$ cat config.mk
export PLATFORM = sky130hd
export DESIGN_NAME = pattern_scan_ctrl
export DESIGN_NICKNAME = d
export VERILOG_FILES = /design/src/rtl/scan_pkg.sv /design/src/rtl/pattern_fsm_10110.sv /design/src/rtl/pattern_scan_ctrl.sv
export SDC_FILE = /design/constraint.sdc
export NUM_CORES = 1
export LEC_CHECK = 0
export CELL_PAD_IN_SITES_DETAIL_PLACEMENT = 1
export CELL_PAD_IN_SITES_GLOBAL_PLACEMENT = 2
export CORE_AREA = 3 3 75 77
export DETAILED_ROUTE_END_ITERATION = 8
export DIE_AREA = 0 0 78 80
export PLACE_DENSITY_LB_ADDON = 0.1
export REMOVE_ABC_BUFFERS = 1
export SLEW_MARGIN = 20
export SYNTH_ARGS = -nofsm -noshare
export SYNTH_HDL_FRONTEND = slang
export SYNTH_SLANG_ARGS = --single-unit
$ cat constraint.sdc
create_clock -name clk -period 1.6 [get_ports clk]
set_input_delay 0.32 -clock clk [delete_from_list [all_inputs] [get_ports clk]]
set_output_delay 0.32 -clock clk [all_outputs]
set_load 0.02 [all_outputs]
$ cat src/rtl/scan_pkg.sv
// Shared types and constants for the word-level "10110" scan controller and its detector.
// Pure declarations: no latency or flow-control behaviour of its own.
package scan_pkg;

  typedef enum logic [1:0] {
    IDLE  = 2'd0,
    SHIFT = 2'd1,
    DRAIN = 2'd2,
    DONE  = 2'd3
  } scan_state_t;

  typedef enum logic [2:0] {
    A = 3'd0,
    B = 3'd1,
    C = 3'd2,
    D = 3'd3,
    E = 3'd4,
    F = 3'd5
  } det_state_t;

  localparam logic [4:0] PATTERN = 5'b10110;

endpackage

$ cat src/rtl/pattern_fsm_10110.sv
// Bit-serial Moore detector for PATTERN with overlap; w is high the cycle after the completing bit.
// One bit per enabled cycle, no backpressure; clr (synchronous) wins over en.
module pattern_fsm_10110
  import scan_pkg::*;
(
  input  logic clk,
  input  logic rst,
  input  logic clr,
  input  logic en,
  input  logic j,
  output logic w
);

  det_state_t state_q, state_d;

  always_ff @(posedge clk or posedge rst) begin
    if (rst) begin
      state_q <= A;
    end else begin
      state_q <= state_d;
    end
  end

  // Each state is the length of the matched prefix; a mismatch falls back to the
  // longest suffix that is still a prefix, and F continues as if it had seen "10".
  always_comb begin
    state_d = state_q;
    if (clr) begin
      state_d = A;
    end else if (en) begin
      case (state_q)
        A:       state_d = (j == PATTERN[4]) ? B : A;
        B:       state_d = (j == PATTERN[3]) ? C : B;
        C:       state_d = (j == PATTERN[2]) ? D : A;
        D:       state_d = (j == PATTERN[1]) ? E : C;
        E:       state_d = (j == PATTERN[0]) ? F : B;
        F:       state_d = (j == PATTERN[2]) ? D : A;
        default: state_d = A;
      endcase
    end
  end

  always_comb begin
    w = (state_q == F);
  end

endmodule

$ cat src/rtl/pattern_scan_ctrl.sv
// Scans a WIDTH-bit word MSB-first through pattern_fsm_10110; result pulses WIDTH+2 cycles after accept.
// in_ready only in IDLE, nothing buffered; SCAN_CARRY_EN keeps detector state across words.
module pattern_scan_ctrl
  import scan_pkg::*;
#(
  parameter  int WIDTH = 8,
  localparam int CW    = $clog2(WIDTH + 1)
) (
  input  logic             clk,
  input  logic             rst,
  input  logic             in_valid,
  input  logic [WIDTH-1:0] in_data,
  output logic             in_ready,
  output logic             busy,
  output logic             out_valid,
  output logic [CW-1:0]    match_cnt,
  output logic [CW-1:0]    first_idx,
  output logic             hit
);

`ifdef SCAN_CARRY_EN
  localparam bit CARRY_EN = 1'b1;
`else
  localparam bit CARRY_EN = 1'b0;
`endif

  localparam logic [CW-1:0] LAST_IDX = CW'(WIDTH - 1);
  localparam logic [CW-1:0] ONE      = CW'(1);

  scan_state_t      state_q, state_d;
  logic [WIDTH-1:0] sr_q, sr_d;
  logic [CW-1:0]    bit_idx_q, bit_idx_d;
  logic [CW-1:0]    cnt_q, cnt_d;
  logic [CW-1:0]    first_q, first_d;
  logic             hit_q, hit_d;
  logic             busy_q, busy_d;
  logic             out_valid_q, out_valid_d;

  logic             accept;
  logic             det_clr, det_en, det_j, det_w;
  logic             credit;
  logic [CW-1:0]    credit_idx;

  pattern_fsm_10110 u_det (
    .clk (clk),
    .rst (rst),
    .clr (det_clr),
    .en  (det_en),
    .j   (det_j),
    .w   (det_w)
  );

  always_ff @(posedge clk or posedge rst) begin
    if (rst) begin
      state_q     <= IDLE;
      sr_q        <= '0;
      bit_idx_q   <= '0;
      cnt_q       <= '0;
      first_q     <= '0;
      hit_q       <= 1'b0;
      busy_q      <= 1'b0;
      out_valid_q <= 1'b0;
    end else begin
      state_q     <= state_d;
      sr_q        <= sr_d;
      bit_idx_q   <= bit_idx_d;
      cnt_q       <= cnt_d;
      first_q     <= first_d;
      hit_q       <= hit_d;
      busy_q      <= busy_d;
      out_valid_q <= out_valid_d;
    end
  end

  always_comb begin
    state_d = state_q;
    case (state_q)
      IDLE:    if (in_valid) state_d = SHIFT;
      SHIFT:   if (bit_idx_q == LAST_IDX) state_d = DRAIN;
      DRAIN:   state_d = DONE;
      DONE:    state_d = IDLE;
      default: state_d = IDLE;
    endcase
  end

  always_comb begin
    in_ready   = (state_q == IDLE);
    accept     = in_valid && in_ready;
    det_en     = (state_q == SHIFT);
    det_clr    = accept && !CARRY_EN;
    det_j      = sr_q[WIDTH-1];
    sr_d       = sr_q;
    bit_idx_d  = bit_idx_q;
    cnt_d      = cnt_q;
    first_d    = first_q;
    hit_d      = hit_q;
    credit     = 1'b0;
    credit_idx = LAST_IDX;

    // w lags the detector input by one cycle, so the first SHIFT cycle shows the
    // previous word's last bit and the credited index is always bit_idx-1.
    case (state_q)
      IDLE: begin
        if (accept) begin
          sr_d      = in_data;
          bit_idx_d = '0;
          cnt_d     = '0;
          first_d   = '0;
          hit_d     = 1'b0;
        end
      end
      SHIFT: begin
        sr_d       = {sr_q[WIDTH-2:0], 1'b0};
        bit_idx_d  = bit_idx_q + ONE;
        credit     = det_w && (bit_idx_q != '0);
        credit_idx = bit_idx_q - ONE;
      end
      DRAIN: credit = det_w;
      default: ;
    endcase

    if (credit) begin
      cnt_d = cnt_q + ONE;
      if (!hit_q) begin
        hit_d   = 1'b1;
        first_d = credit_idx;
      end
    end

    busy_d      = (state_d != IDLE);
    out_valid_d = (state_d == DONE);
  end

  assign busy      = busy_q;
  assign out_valid = out_valid_q;
  assign match_cnt = cnt_q;
  assign first_idx = first_q;
  assign hit       = hit_q;

endmodule

After elaboration in Yosys (flattened, before gate mapping)
Index checks and enable logic that the tools add are counted.
Word-level totals
  bits in registers: 28
  output and inout port bits: 12
Operators by class
  $add $sub $neg: 3
  equality and inequality tests: 11
  mux-type cells: 27
  reduce and logical (&&, ||, !) cells: 13
Operator list (number)
  $mux 4: 8
  $pmux 8 s2: 1
  $pmux 3 s5: 1
  $mux 3: 4
  $reduce_bool 2->1: 5
  $add 4x1->4 const B: 2
  $mux 2: 4
  $mux 8: 1
  $pmux 2 s4: 1
  $pmux 4 s2: 1
  $eq 2x2->1 const B: 3
  $eq 3x2->1 const B: 2
  $eq 3x3->1 const B: 2
  $mux 1: 5
  $eq 4x3->1 const B: 1
  $reduce_and 2->1: 2
  $reduce_bool 4->1: 1
  $sub 4x1->4 const B: 1
  $eq 3x1->1 const B: 1
  $logic_not 3->1: 1
  $eq 2x1->1 const B: 1
  $logic_and 1x1->1: 2
  $logic_not 2->1: 1
  $ne 2x1->1 const B: 1
  2 further kinds: 2

Longest topological paths before layout
  word-level depth: 6
  depth in mapped cells: 8
  mapped depth without buffers: 6

Cells and area by module
A second synthesis with hierarchy kept.
Unflattened totals
  cell total of the unflattened synthesis: 147
  area, all modules: 1490.2 um^2
Modules (own cells, without submodules)
  pattern_scan_ctrl: instances 1, cells each 126, area an instance 1290.0 um^2, seq. area each 625.6 um^2
  pattern_fsm_10110: instances 1, cells each 21, area an instance 200.2 um^2, seq. area each 75.1 um^2

Worst setup path after synthesis
No wires, ideal clock.
  path kind: register -> register
  start point: register state_q[0]
  end point: register sr_q[2]
  library setup time: 0.124 ns
  data arrival time: 1.596 ns
  path slack: -0.120 ns
  cell stages (with the launch flop): 9
  path buffers: 2
  period minus slack after synthesis: 1.720 ns
  path through: dfrtp_1 inv_1 ha_1 nand2b_1 buf_2 and2_1 buf_2 a22oi_1 nand2_1
Between the ends
  word-level cells in the longest chain between the ends: 4
Ends and longest elaborated chain
  start, declared: RTL line pattern_scan_ctrl.sv:30  | scan_state_t state_q, state_d;
  start signal, assigned: RTL line pattern_scan_ctrl.sv:64  | state_q <= state_d;
  $logic_not 2->1 *: RTL line pattern_scan_ctrl.sv:87  | in_ready = (state_q == IDLE);
  net in_ready: RTL line pattern_scan_ctrl.sv:13  | output logic in_ready,
  $logic_and 1x1->1: RTL line pattern_scan_ctrl.sv:88  | accept = in_valid && in_ready;
  $ne 2x1->1 (no line)
  $reduce_and 2->1 (no line)
  end signal, assigned: RTL line pattern_scan_ctrl.sv:65  | sr_q <= sr_d;
  end, declared: RTL line pattern_scan_ctrl.sv:31  | logic [WIDTH-1:0] sr_q, sr_d;
Mark *: on every way through the listed nets, which the timed path passes. The rest lies on a longest branch.
A chain may end at the register's enable or synchronous reset.

Final worst setup path
  start point: register state_q[1]
  end point: register hit_q (netlist: hit)
Between the ends
  word-level cells in the longest chain between the ends: 6
Ends and longest elaborated chain
  $logic_not 2->1: RTL line pattern_scan_ctrl.sv:87, pattern_scan_ctrl.sv:102
  $logic_and 1x1->1: RTL line pattern_scan_ctrl.sv:88
  $mux 1: RTL line pattern_scan_ctrl.sv:104  | if (accept) begin
  $mux 1: RTL line pattern_scan_ctrl.sv:102  | case (state_q)
  $mux 1: RTL line pattern_scan_ctrl.sv:124  | if (!hit_q) begin
  $mux 1 *: RTL line pattern_scan_ctrl.sv:122  | if (credit) begin
  net hit_d: RTL line pattern_scan_ctrl.sv:35  | logic hit_q, hit_d;
  end signal, assigned: RTL line pattern_scan_ctrl.sv:69  | hit_q <= hit_d;
  end, declared: RTL line pattern_scan_ctrl.sv:35
Marked as above.

==> results.yml <==
clock_network:
  postCtsHoldBufs: 0
  cts_max_level: 1
  cts_tree: "done"
  clk_path_buf_depth: 2
  cts.sinks: 28
  clk_latency_ns: 0.27
  root_buffer: "clkbuf_8"
  cts_buffers: 3
  path_clk_slew_ns: 0.09
grt:
  grt_use_met3_pct: 1.81
  first_global_vias: 1304
  grt_max_degree: 29
  track_usage_pct: 13.0
  antenna_found_initial: 0
  grt_pass1_wl_mm: 6.39
  overflow: 0
  use_met2_pct: 23.3
  use_met1_pct: 16.0
  busiest_layer: "met2"
timing:
  fin_worst_skew_ns: 0.00250
  maxSlewViolCount: 0
  worst_pin_slew_ns: 0.373
  finalSetupTns_ns: -0.154
  hold_ws_ns: 0.414
  fin_ws_ns: -0.0497
  rsz0062_at_grt: "yes"
  finalSetupViolCount: 4
  finalCriticalPeriod_ns: 1.65
  final-hold-violation-count: 0
  max-slew-margin-rel_pct: 75.2
  max_freq_ghz: 0.606
  min_period_over_period_pct: 103
floorplanning:
  die_area_mm2: 0.00624
  boundaryPins: 23
  die_x_um: 78
  core_area_mm2: 0.00507
  floorplan.initialDensity_pct: 29.1
  rows: 26
  dieHeight_um: 80
final_layout:
  num_antenna_cells: 0
  drive_above_1_share_pct: 32.7
  final_cell_area_mm2: 0.00218
  stdcell_count: 269
  syn2layout_area_growth_pct: 47.5
  final_util_pct: 42.9
  num-nets-final: 219
routing:
  drt-pass1-iter-count: 4
  ant_nets: 0
  routed_wirelength_mm: 4.03
  drt-initial-drc-count: 43
  vias: 1265
  drcViolationCount: 0
  route.detailed.wl_per_inst_um: 15.0
  via_per_inst: 4.70
hold_path:
  hp-class: "in -> async"
power:
  p_clk_share_pct: 10.6
  p_seq_share_pct: 30.4
  total_power_mw: 3.58
  combPwrFrac_pct: 59.0
  p_int_mw: 2.14
  p_sw_mw: 1.44
  ir_drop_v: 0.000569
  p_sw_share_pct: 40.4
  power_leakage_nw: 1.04
  power.density_mw_per_mm2: 1640
critical_path:
  crit_slowest_cell: "dfrtp_2"
  worst_path_most_repeated_cell: "buf_4"
  start_kind: "register"
  crit_chain: "ha_4, nor4b_4, buf_4, nor4_4, buf_4, buf_4, a21o_1"
  required_ns: 1.77
  slowest_delay_ns: 0.47
  path_class: "reg -> reg"
  crit_fanout: 5
  worstSetupEndpointType: "register"
  worstPathArrival_ns: 1.82
placed_design:
  dpl_cell_area_mm2: 0.00189
  post-dp-hpwl_mm: 2.75
  port_buffers: 22
  gp_congestion: 0.743
  pre_cts_ws_ns: -0.121
  dp_cells: 252
synth:
  yosysTopAreaCellShare_pct: 47.4
  ys_seq_elements: 28
  yosys_warnings: 0
  netlist_instances: 147
  avgSynthCellArea_um2: 10.1
  async_reset_ff_share_pct: 100
  ys_top_cells_by_area: "dfrtp_1 47%, nand2_1 6.4%, ha_1 5.9%"
  ys_types: 40
  yosys.area.top_type: "dfrtp_1"
  synthFlopType: "dfrtp_1"
  ys_seq_area_share_pct: 47.4
  synth-edff-count: 0
  syn_area_mm2: 0.00148
outcome:
  status: "complete, but fails checks"
  violations: "negative setup slack"
job:
  drv_cap: 0
-- cells in the mapped netlist (all sizes together), types with 2 or more instances --
library cell,instances
dfrtp,28
nand2,25
o21ai,11
inv,9
ha,7
a22oi,6
nor2,6
a21oi,5
buf,5
nand3,5
a22o,4
o22ai,4
a31oi,3
mux2i,3
nor3,3
and2,2
nand2b,2
xnor2,2
-- critical path: cells and delay by family, from the launching register on --
kind / cells / cell delay, ns
AO/OA/AOI/OAI: 1 / 0.14
adder cells (fa/ha/maj): 1 / 0.19
flip-flops: 1 / 0.47
buffers and inverters: 3 / 0.47
AND/OR/NAND/NOR: 2 / 0.29
-- power by group through the flow --
stage	Clock (mW)	Combinational [mW]	Sequential (mW)
floorplan	0	0.954	1.09
global route	0.427	2.33	1.12
detailed placement	0	1.62	1.08
CTS	0.407	1.75	1.08
global placement	0	1.58	1.08
finish	0.379	2.11	1.09
-- routing by layer --
metal | up-vias | share of wire [%]
met3 | 5 | 2.2
met4 | 0 | 1.3
met2 | 17 | 53
met1 | 621 | 44
li1 | 622 | -
met5 | - | 0
-- flip-flops by register name, indices dropped and copies added, names as in the netlist --
name and count:
sr_q 8, bit_idx_q 4, first_idx 4, match_cnt 4, u_det.state_q 3, state_q 2
busy 1, hit 1, out_valid 1
-- final cells by class --
class	count	area [um^2]
fill	575	2900
inverter	9	36.3
timing repair buffer	55	485
clock buffer	3	41.3
sequential	28	702
multi-input combinational	104	827
tap	70	87.6
-- worst paths after layout --
| kind | from | to | slack, ns | cells past startpoint |
|---|---|---|---|---|
| max | state_q[1] | hit | -0.05 | 7 |
| min | rst | u_det.state_q[1] | 0.41 | 3 |
| max reg2reg | state_q[1] | hit | -0.05 | 7 |
| min reg2reg | sr_q[6] | sr_q[6] | 0.48 | 2 |
| max in group asynchronous | rst | state_q[1] | 0.89 | 3 |
| min in group clk | sr_q[6] | sr_q[6] | 0.48 | 2 |
-- cell usage in the layout (no fill, tap or decap), types with 3 or more instances in the layout --
master,n
dlygate4sd2_1,5
o22ai_1,4
ha_4,4
a22o_1,4
a21oi_1,3
buf_4,29
inv_2,3
dfrtp_1,27
nand3_1,5
nand2_1,24
inv_1,5
clkbuf_8,3
o21ai_0,6
clkdlybuf4s50_1,14
nor2_1,4
a31oi_1,3
a22oi_1,5
mux2i_1,3
o21ai_1,4
-- timing repair --
item                                    CTS  global route
gates resized for setup                  23            23
pin swaps                                 1             7
endpoints found under the setup margin   25            26
buffers inserted                          2            11
cloned                                    1             0
-- kinds of logic after synthesis --
group	count (synthesis)	synth area share (%)
AND/OR/NAND/NOR	52	20.5
adder cells (fa/ha/maj)	7	5.93
multiplexers	3	2.03
XOR/XNOR	3	1.78
AO/OA/AOI/OAI	39	17.5
buffers and inverters	15	4.83
flip-flops	28	47.4
No activity file was read; power rests on OpenSTA's default activity.
